**config.mk**
```make
export PLATFORM = sky130hd
export DESIGN_NAME = cpu_fabric_mailbox_flat
export DESIGN_NICKNAME = d
export VERILOG_FILES = /design/src/rtl/cpu_fabric_mailbox_pkg.sv /design/src/rtl/cpu_fabric_mailbox_if.sv /design/src/rtl/cpu_fabric_mailbox_fifo.sv /design/src/rtl/cpu_fabric_mailbox.sv /design/src/flat_wrapper.sv
export SDC_FILE = /design/constraint.sdc
export NUM_CORES = 1
export LEC_CHECK = 0
export BUFFER_PORTS_ARGS = -buffer_cell sky130_fd_sc_hd__buf_4
export CAP_MARGIN = 20
export CORE_ASPECT_RATIO = 0.6
export CORE_MARGIN = 2
export CORE_UTILIZATION = 60
export DETAILED_ROUTE_END_ITERATION = 8
export GPL_TIMING_DRIVEN = 1
export PLACE_DENSITY_LB_ADDON = 0.15
export SYNTH_ARGS = -nofsm -noshare
export SYNTH_HDL_FRONTEND = slang
export SYNTH_SLANG_ARGS = --single-unit
```
**constraint.sdc**
```tcl
create_clock -name CLK -period 5.8 [get_ports CLK]
set_input_delay 0 -clock CLK [delete_from_list [all_inputs] [get_ports CLK]]
set_output_delay 0 -clock CLK [all_outputs]
set_load 0.005 [all_outputs]
```
**src/rtl/cpu_fabric_mailbox_pkg.sv**
```systemverilog
// Shared constants for the CPU/fabric mailbox: register map, STATUS/CTRL
// bit positions and fabric word layout.
package cpu_fabric_mailbox_pkg;

  localparam logic [1:0] ADDR_TXDATA = 2'd0;
  localparam logic [1:0] ADDR_RXDATA = 2'd1;
  localparam logic [1:0] ADDR_STATUS = 2'd2;
  localparam logic [1:0] ADDR_CTRL   = 2'd3;

  localparam int ST_TX_BUSY   = 0;
  localparam int ST_RX_EMPTY  = 1;
  localparam int ST_RX_FULL   = 2;
  localparam int ST_RX_OVF    = 3;
  localparam int ST_TX_DROP   = 4;
  localparam int ST_COUNT_LSB = 5;
  localparam int ST_COUNT_W   = 5;

  localparam int CTRL_CLR_OVF  = 0;
  localparam int CTRL_CLR_DROP = 1;
  localparam int CTRL_FLUSH    = 2;
  localparam int CTRL_IRQ_EN   = 3;

  localparam int FAB_TOGGLE    = 15;
  localparam int FAB_PAYLOAD_W = 15;

  typedef logic [FAB_PAYLOAD_W-1:0] payload_t;

endpackage

```
**src/rtl/cpu_fabric_mailbox_if.sv**
```systemverilog
// CPU-side register bus of the mailbox: one-cycle access strobe, registered read data.
interface cpu_fabric_mailbox_if;
  logic        bus_sel;
  logic        bus_we;
  logic [1:0]  bus_addr;
  logic [15:0] bus_wdata;
  logic [15:0] bus_rdata;

  modport master (output bus_sel, output bus_we, output bus_addr, output bus_wdata,
                  input bus_rdata);
  modport slave  (input bus_sel, input bus_we, input bus_addr, input bus_wdata,
                  output bus_rdata);
endinterface

```
**src/rtl/cpu_fabric_mailbox_fifo.sv**
```systemverilog
// mailbox_fifo: small synchronous FIFO with count/full/empty; a pop frees a slot
// for a same-cycle push, and flush beats any coincident push.
module mailbox_fifo #(
  parameter int WIDTH = 15,
  parameter int DEPTH = 4
) (
  input  logic                       clk,
  input  logic                       rst_n,
  input  logic                       push,
  input  logic                       pop,
  input  logic                       flush,
  input  logic [WIDTH-1:0]           wdata,
  output logic [WIDTH-1:0]           rdata,
  output logic [$clog2(DEPTH):0]     count,
  output logic                       full,
  output logic                       empty,
  output logic                       drop
);
  localparam int AW = $clog2(DEPTH);
  localparam int CW = AW + 1;

  logic [WIDTH-1:0] mem_q [DEPTH];
  logic [AW-1:0]    wr_ptr_q, wr_ptr_d, rd_ptr_q, rd_ptr_d;
  logic [CW-1:0]    count_q, count_d;
  logic             pop_ok, push_ok;

  assign empty   = (count_q == '0);
  assign full    = (count_q == CW'(DEPTH));
  assign count   = count_q;
  assign rdata   = mem_q[rd_ptr_q];
  assign pop_ok  = pop & ~empty;
  assign push_ok = push & (~full | pop_ok) & ~flush;
  assign drop    = push & full & ~pop_ok & ~flush;

  always_comb begin
    wr_ptr_d = wr_ptr_q;
    rd_ptr_d = rd_ptr_q;
    count_d  = count_q + CW'(push_ok) - CW'(pop_ok);
    if (push_ok) wr_ptr_d = wr_ptr_q + 1'b1;
    if (pop_ok)  rd_ptr_d = rd_ptr_q + 1'b1;
    if (flush) begin
      wr_ptr_d = '0;
      rd_ptr_d = '0;
      count_d  = '0;
    end
  end

  always_ff @(posedge clk) begin
    if (!rst_n) begin
      wr_ptr_q <= '0;
      rd_ptr_q <= '0;
      count_q  <= '0;
    end else begin
      wr_ptr_q <= wr_ptr_d;
      rd_ptr_q <= rd_ptr_d;
      count_q  <= count_d;
    end
  end

  always_ff @(posedge clk) begin
    if (push_ok) mem_q[wr_ptr_q] <= wdata;
  end
endmodule

```
**src/rtl/cpu_fabric_mailbox.sv**
```systemverilog
// CPU<->fabric mailbox: toggle-qualified TX word with a busy gap, and a
// synchronized toggle receiver feeding an RX FIFO with interrupt.
module cpu_fabric_mailbox
  import cpu_fabric_mailbox_pkg::*;
#(
  parameter int RX_DEPTH    = 4,
  parameter int TX_GAP      = 4,
  parameter int SYNC_STAGES = 2
) (
  input  logic                 CLK,
  input  logic                 resetn,
  cpu_fabric_mailbox_if.slave  bus,
  output logic                 irq,
  output logic [15:0]          fab_o,
  input  logic [15:0]          fab_i
);
  localparam int CW = $clog2(RX_DEPTH) + 1;

  logic wr_tx, wr_ctrl, rd_rx, rd_any;
  assign wr_tx   = bus.bus_sel & bus.bus_we & (bus.bus_addr == ADDR_TXDATA);
  assign wr_ctrl = bus.bus_sel & bus.bus_we & (bus.bus_addr == ADDR_CTRL);
  assign rd_any  = bus.bus_sel & ~bus.bus_we;
  assign rd_rx   = rd_any & (bus.bus_addr == ADDR_RXDATA);

  logic unused_wdata15;
  assign unused_wdata15 = bus.bus_wdata[15];

  payload_t         payload_q, payload_d;
  logic             toggle_q, toggle_d, pend_q, pend_d;
  logic [3:0]       gap_q, gap_d;
  logic             tx_busy, tx_accept;

  assign tx_busy   = pend_q | (gap_q != '0);
  assign tx_accept = wr_tx & ~tx_busy;
  assign fab_o     = {toggle_q, payload_q};

  // Payload settles one cycle ahead of the toggle so the fabric never sees a torn word.
  always_comb begin
    payload_d = payload_q;
    toggle_d  = toggle_q;
    pend_d    = pend_q;
    gap_d     = (gap_q != '0) ? gap_q - 4'd1 : gap_q;
    if (pend_q) begin
      toggle_d = ~toggle_q;
      pend_d   = 1'b0;
      gap_d    = 4'(TX_GAP);
    end
    if (tx_accept) begin
      payload_d = bus.bus_wdata[FAB_PAYLOAD_W-1:0];
      pend_d    = 1'b1;
    end
  end

  logic [SYNC_STAGES-1:0] sync_q, sync_d;
  logic [SYNC_STAGES:0]   sync_chain;
  logic                   rx_seen_q, rx_tog, rx_det;

  assign sync_chain = {sync_q, fab_i[FAB_TOGGLE]};
  assign sync_d     = sync_chain[SYNC_STAGES-1:0];
  assign rx_tog     = sync_chain[SYNC_STAGES];
  assign rx_det     = rx_tog ^ rx_seen_q;

  payload_t         fifo_rdata;
  logic [CW-1:0]    rx_count;
  logic             rx_full, rx_empty, rx_drop, flush;

  assign flush = wr_ctrl & bus.bus_wdata[CTRL_FLUSH];

  mailbox_fifo #(.WIDTH(FAB_PAYLOAD_W), .DEPTH(RX_DEPTH)) u_rx_fifo (
    .clk   (CLK),
    .rst_n (resetn),
    .push  (rx_det),
    .pop   (rd_rx),
    .flush (flush),
    .wdata (fab_i[FAB_PAYLOAD_W-1:0]),
    .rdata (fifo_rdata),
    .count (rx_count),
    .full  (rx_full),
    .empty (rx_empty),
    .drop  (rx_drop)
  );

  logic        rx_ovf_q, rx_ovf_d, tx_drop_q, tx_drop_d, irq_en_q, irq_en_d, irq_q, irq_d;
  logic [15:0] rdata_q, rdata_d, status;

  assign irq           = irq_q;
  assign bus.bus_rdata = rdata_q;

  always_comb begin
    status = '0;
    status[ST_TX_BUSY]                   = tx_busy;
    status[ST_RX_EMPTY]                  = rx_empty;
    status[ST_RX_FULL]                   = rx_full;
    status[ST_RX_OVF]                    = rx_ovf_q;
    status[ST_TX_DROP]                   = tx_drop_q;
    status[ST_COUNT_LSB +: ST_COUNT_W]   = ST_COUNT_W'(rx_count);
  end

  // Clears are applied before sets so a same-cycle event is never lost.
  always_comb begin
    rx_ovf_d  = rx_ovf_q;
    tx_drop_d = tx_drop_q;
    irq_en_d  = irq_en_q;
    rdata_d   = rdata_q;
    if (wr_ctrl) begin
      if (bus.bus_wdata[CTRL_CLR_OVF])  rx_ovf_d  = 1'b0;
      if (bus.bus_wdata[CTRL_CLR_DROP]) tx_drop_d = 1'b0;
      irq_en_d = bus.bus_wdata[CTRL_IRQ_EN];
    end
    if (rx_drop)          rx_ovf_d  = 1'b1;
    if (wr_tx & tx_busy)  tx_drop_d = 1'b1;
    irq_d = irq_en_q & (~rx_empty | rx_ovf_q);
    if (rd_any) begin
      case (bus.bus_addr)
        ADDR_TXDATA: rdata_d = {1'b0, payload_q};
        ADDR_RXDATA: rdata_d = rx_empty ? 16'h0000 : {1'b0, fifo_rdata};
        ADDR_STATUS: rdata_d = status;
        default:     rdata_d = {12'h000, irq_en_q, 3'b000};
      endcase
    end
  end

  always_ff @(posedge CLK) begin
    if (!resetn) begin
      payload_q <= '0;
      toggle_q  <= 1'b0;
      pend_q    <= 1'b0;
      gap_q     <= '0;
      sync_q    <= '0;
      rx_seen_q <= 1'b0;
      rx_ovf_q  <= 1'b0;
      tx_drop_q <= 1'b0;
      irq_en_q  <= 1'b0;
      irq_q     <= 1'b0;
      rdata_q   <= '0;
    end else begin
      payload_q <= payload_d;
      toggle_q  <= toggle_d;
      pend_q    <= pend_d;
      gap_q     <= gap_d;
      sync_q    <= sync_d;
      rx_seen_q <= rx_tog;
      rx_ovf_q  <= rx_ovf_d;
      tx_drop_q <= tx_drop_d;
      irq_en_q  <= irq_en_d;
      irq_q     <= irq_d;
      rdata_q   <= rdata_d;
    end
  end
endmodule

```
**src/flat_wrapper.sv**
```systemverilog
// flat-port wrapper written by rule: the top's interface ports become plain ports
module cpu_fabric_mailbox_flat import cpu_fabric_mailbox_pkg::*;
#(
  parameter int RX_DEPTH    = 4,
  parameter int TX_GAP      = 4,
  parameter int SYNC_STAGES = 2
)
  (CLK, resetn, irq, fab_o, fab_i, bus_bus_sel, bus_bus_we, bus_bus_addr, bus_bus_wdata, bus_bus_rdata);
  cpu_fabric_mailbox_if bus_i ();
  input  logic CLK;
  input  logic resetn;
  output logic irq;
  output logic [15:0] fab_o;
  input  logic [15:0] fab_i;
  input wire logic [$bits(bus_i.bus_sel)-1:0] bus_bus_sel;
  input wire logic [$bits(bus_i.bus_we)-1:0] bus_bus_we;
  input wire logic [$bits(bus_i.bus_addr)-1:0] bus_bus_addr;
  input wire logic [$bits(bus_i.bus_wdata)-1:0] bus_bus_wdata;
  output wire logic [$bits(bus_i.bus_rdata)-1:0] bus_bus_rdata;
  assign bus_i.bus_sel = bus_bus_sel;
  assign bus_i.bus_we = bus_bus_we;
  assign bus_i.bus_addr = bus_bus_addr;
  assign bus_i.bus_wdata = bus_bus_wdata;
  assign bus_bus_rdata = bus_i.bus_rdata;
  cpu_fabric_mailbox #(.RX_DEPTH(RX_DEPTH), .TX_GAP(TX_GAP), .SYNC_STAGES(SYNC_STAGES)) u_core (.CLK(CLK), .resetn(resetn), .bus(bus_i), .irq(irq), .fab_o(fab_o), .fab_i(fab_i));
endmodule
```
==> flow_summary.toml <==
[power_and_ir_drop]
power_mw = 1.853
power_density_mw_per_mm2 = 321.5
leakage_nw = 2.298
swShare_pct = 21.96
seqPwrFrac_pct = 48.4
ir_drop_uv = 414.4
p_comb_share_pct = 11.7
netSwitchingPower_mw = 0.4070
p_int_mw = 1.446
p_clk_share_pct = 39.9

[worst_setup_path]
start_kind = "register"
arrival_ns = 3.01
reg2reg_to = "u_core.u_rx_fifo.count[2]"
reg2reg_setup_slack_ns = 3.03
required_ns = 6.04
reg2reg_from = "u_core.u_rx_fifo.count[2]"
critPathKind = "register to register"
endpoint_kind = "register"
worstRegToRegCells = 9
path_max_fanout = 9

[finish]
diodes = 0
drive_gt1_share_pct = 22.22
mostFrequentLayoutCells = "buf_4, edfxtp_1, dfxtp_1"
fin_nets = 464
fillers = 448
layout_commonest_cell = "buf_4"
area_growth_syn_to_layout_pct = 27.43
fin_cells = 527

[drt]
routed_wl_mm = 9.899
drc = 0
dr.pass1.iters = 5
routedWlPerCell_um = 18.78
drt_iter0_drc = 258
vias_per_cell = 5.590
vias = 2946
ant_nets = 0

[logic_synthesis]
syn-instance-count = 320
synth_area_leaders = "edfxtp_1, dfxtp_1, mux4_1"
yosysWarningCount = 0
yosysSeqAreaShare_pct = 62.83
yosysTopAreaCell = "edfxtp_1"
yosysTopAreaCellShare_pct = 39.82
yosysUniqueCellTypes = 52
synthArstFlopShare_pct = 0
synth_area_mm2 = 0.004524
syn_area_per_cell_um2 = 14.14
ys.flop_type = "edfxtp_1"
ys_ff_latch = 112
syn_nets = 366
synth_edf_count = 60

[placed_design]
dp_hpwl_mm = 6.409
place.gp.congestion = 0.8992
dp.cells = 476
io_buffers = 68

[sta]
drv_slew = 0
finalCritPeriodShare_pct = 47.69
setup_viol = 0
tightest_slew_ns = 0.9319
fmax_mhz = 361.5
period_minus_slack_ns = 2.766
rsz0062_at_grt = "no"
clock_skew_ns = 0.007312
tns_ns = 0
max-slew-margin-rel_pct = 37.79
hold_viol = 0

[global_routing]
grtUsageTotal_pct = 25.73
grt_overflow = 0
grt_pass1_vias = 2908
grt_pass1_wl_mm = 15.50
antenna_found_initial = 0
grt_start_max_net_pins = 29

[cts]
root_buffer = "clkbuf_16"
htreeDepth = 3
insertion_delay_ns = 0.35
clock_path_buffers = 2
clock_sinks = 112
cts_tree = "yes"
numCtsBuffers = 9
clkTransAtPathRegs_ns = 0.07

[floorplanning]
die_w_um = 116.1
initial_core_util_pct = 62.00
dieArea_mm2 = 0.008274
fp.dieH_um = 71.27
core-area_mm2 = 0.007297
ioPinCount = 71
placementRows = 24

[min_path]
hp-start = "bus_bus_addr[0]"
hold_depth = 3
hold_class = "input port to register"
hold_end = "u_core.bus.bus_rdata[3]"

[run_status]
outcome = "completed"

[flow_run]
cap_violations = 0
critical path, stage by stage, from the launching register on:
cell	delay, ns
dfxtp_1	0.46
or3_4	0.22
nor2b_1	0.69
ha_1	0.22
inv_1	0.04
ha_1	0.20
fa_1	0.40
xnor2_1	0.21
xnor2_1	0.15
nor2_1	0.05
flip-flops by register name (all words and copies together) (netlist names), named ones only:
register                   cells
u_core.u_rx_fifo.mem_q        60
u_core.toggle_q                1
u_core.u_rx_fifo.rd_ptr_q      2
u_core.pend_q                  1
u_core.payload_q              15
u_core.irq                     1
u_core.bus.bus_rdata          15
u_core.u_rx_fifo.count         3
u_core.sync_q                  2
u_core.gap_q                   4
u_core.u_rx_fifo.wr_ptr_q      2
u_core.rx_ovf_q                1
u_core.irq_en_q                1
u_core.rx_seen_q               1
u_core.tx_drop_q               1
power groups by stage:
| stage | clock network [mW] | registers, mW | logic, mW |
|---|---|---|---|
| final | 0.740 | 0.896 | 0.217 |
| after global routing | 0.780 | 0.900 | 0.242 |
| after detailed placement | 0 | 0.913 | 0.195 |
| after floorplan | 0 | 0.907 | 0.133 |
| after global placement | 0 | 0.911 | 0.189 |
| after CTS | 0.748 | 0.895 | 0.216 |
repair_timing:
| action | in CTS | in global routing |
|---|---|---|
| gates resized for setup | 0 | 0 |
| buffers inserted | 0 | 0 |
| hold buffers | 35 | 0 |
| endpoints found under the hold margin | 88 | 0 |
routing by layer:
metal	routed length [um]	up-vias	track usage (%)
li1	-	1388	-
met1	4557	1432	34.66
met2	4569	114	40.68
met3	643	12	8.968
met4	128	0	6.878
met5	0	-	0
stage by stage:
step	setup slack, ns	util, %	instance area (um^2)	hold WS [ns]
finish	3.034	79.01	5766	0.04050
global route	2.907	79.01	5766	0.04458
CTS	3.058	79.01	5766	0.01962
detailed placement	3.110	69.15	5046	0.2063
global placement	3.205	69.15	5046	0.2013
floorplan	3.495	-	4524	0.09887
cells by family (layout without fill, tap and decap cells):
family	count (synthesis)	count (layout)	share of synthesized area (%)
compound gates	44	44	6.278
xor+xnor	7	7	1.355
fa+ha+maj	8	8	2.378
buf+inv	28	131	3.622
flops	112	112	62.83
mux	36	36	13.22
other cells	1	1	0.08289
simple gates	84	84	10.23
worst max-delay path by stage:
stage / cells past startpoint / endpoint / from
detailed placement: 9 / u_core.u_rx_fifo.count[2] / u_core.u_rx_fifo.count[2]
global placement: 9 / u_core.u_rx_fifo.count[2] / u_core.u_rx_fifo.count[2]
global route: 9 / u_core.u_rx_fifo.count[2] / u_core.u_rx_fifo.count[2]
finish: 9 / u_core.u_rx_fifo.count[2] / u_core.u_rx_fifo.count[2]
CTS: 9 / u_core.u_rx_fifo.count[2] / u_core.u_rx_fifo.count[2]
floorplan: 10 / u_core.u_rx_fifo.count[2] / u_core.u_rx_fifo.count[2]
synthesized netlist by cell type (2+ instances only):
| master | count |
|---|---|
| edfxtp_1 | 60 |
| nand2b_1 | 2 |
| o21ai_0 | 12 |
| mux4_1 | 13 |
| and3_1 | 4 |
| nor2_1 | 40 |
| a21oi_1 | 13 |
| buf_4 | 2 |
| and2_1 | 7 |
| nand4_1 | 2 |
| nor3b_1 | 2 |
| inv_1 | 11 |
| xnor2_1 | 7 |
| buf_2 | 3 |
| ha_1 | 7 |
| a211oi_1 | 2 |
| nor2b_1 | 2 |
| a31oi_1 | 4 |
| dfxtp_1 | 52 |
| clkbuf_1 | 4 |
| or3_1 | 3 |
| buf_6 | 4 |
| mux4_2 | 2 |
| nand3_1 | 3 |
| nand2_1 | 8 |
| a222oi_1 | 6 |
| mux2i_1 | 20 |
layout make-up:
| type | count | area (um^2) | area share (%) |
|---|---|---|---|
| clock buffers | 9 | 225.2 | 3.906 |
| clock inverters | 7 | 143.9 | 2.496 |
| inverters | 12 | 45.04 | 0.7812 |
| multi-input cells | 180 | 1518 | 26.32 |
| flip-flops and latches | 112 | 2843 | 49.31 |
| well taps | 104 | 130.1 | 2.257 |
| repair buffers | 103 | 860.8 | 14.93 |
Power figures use the tool's default switching activity.
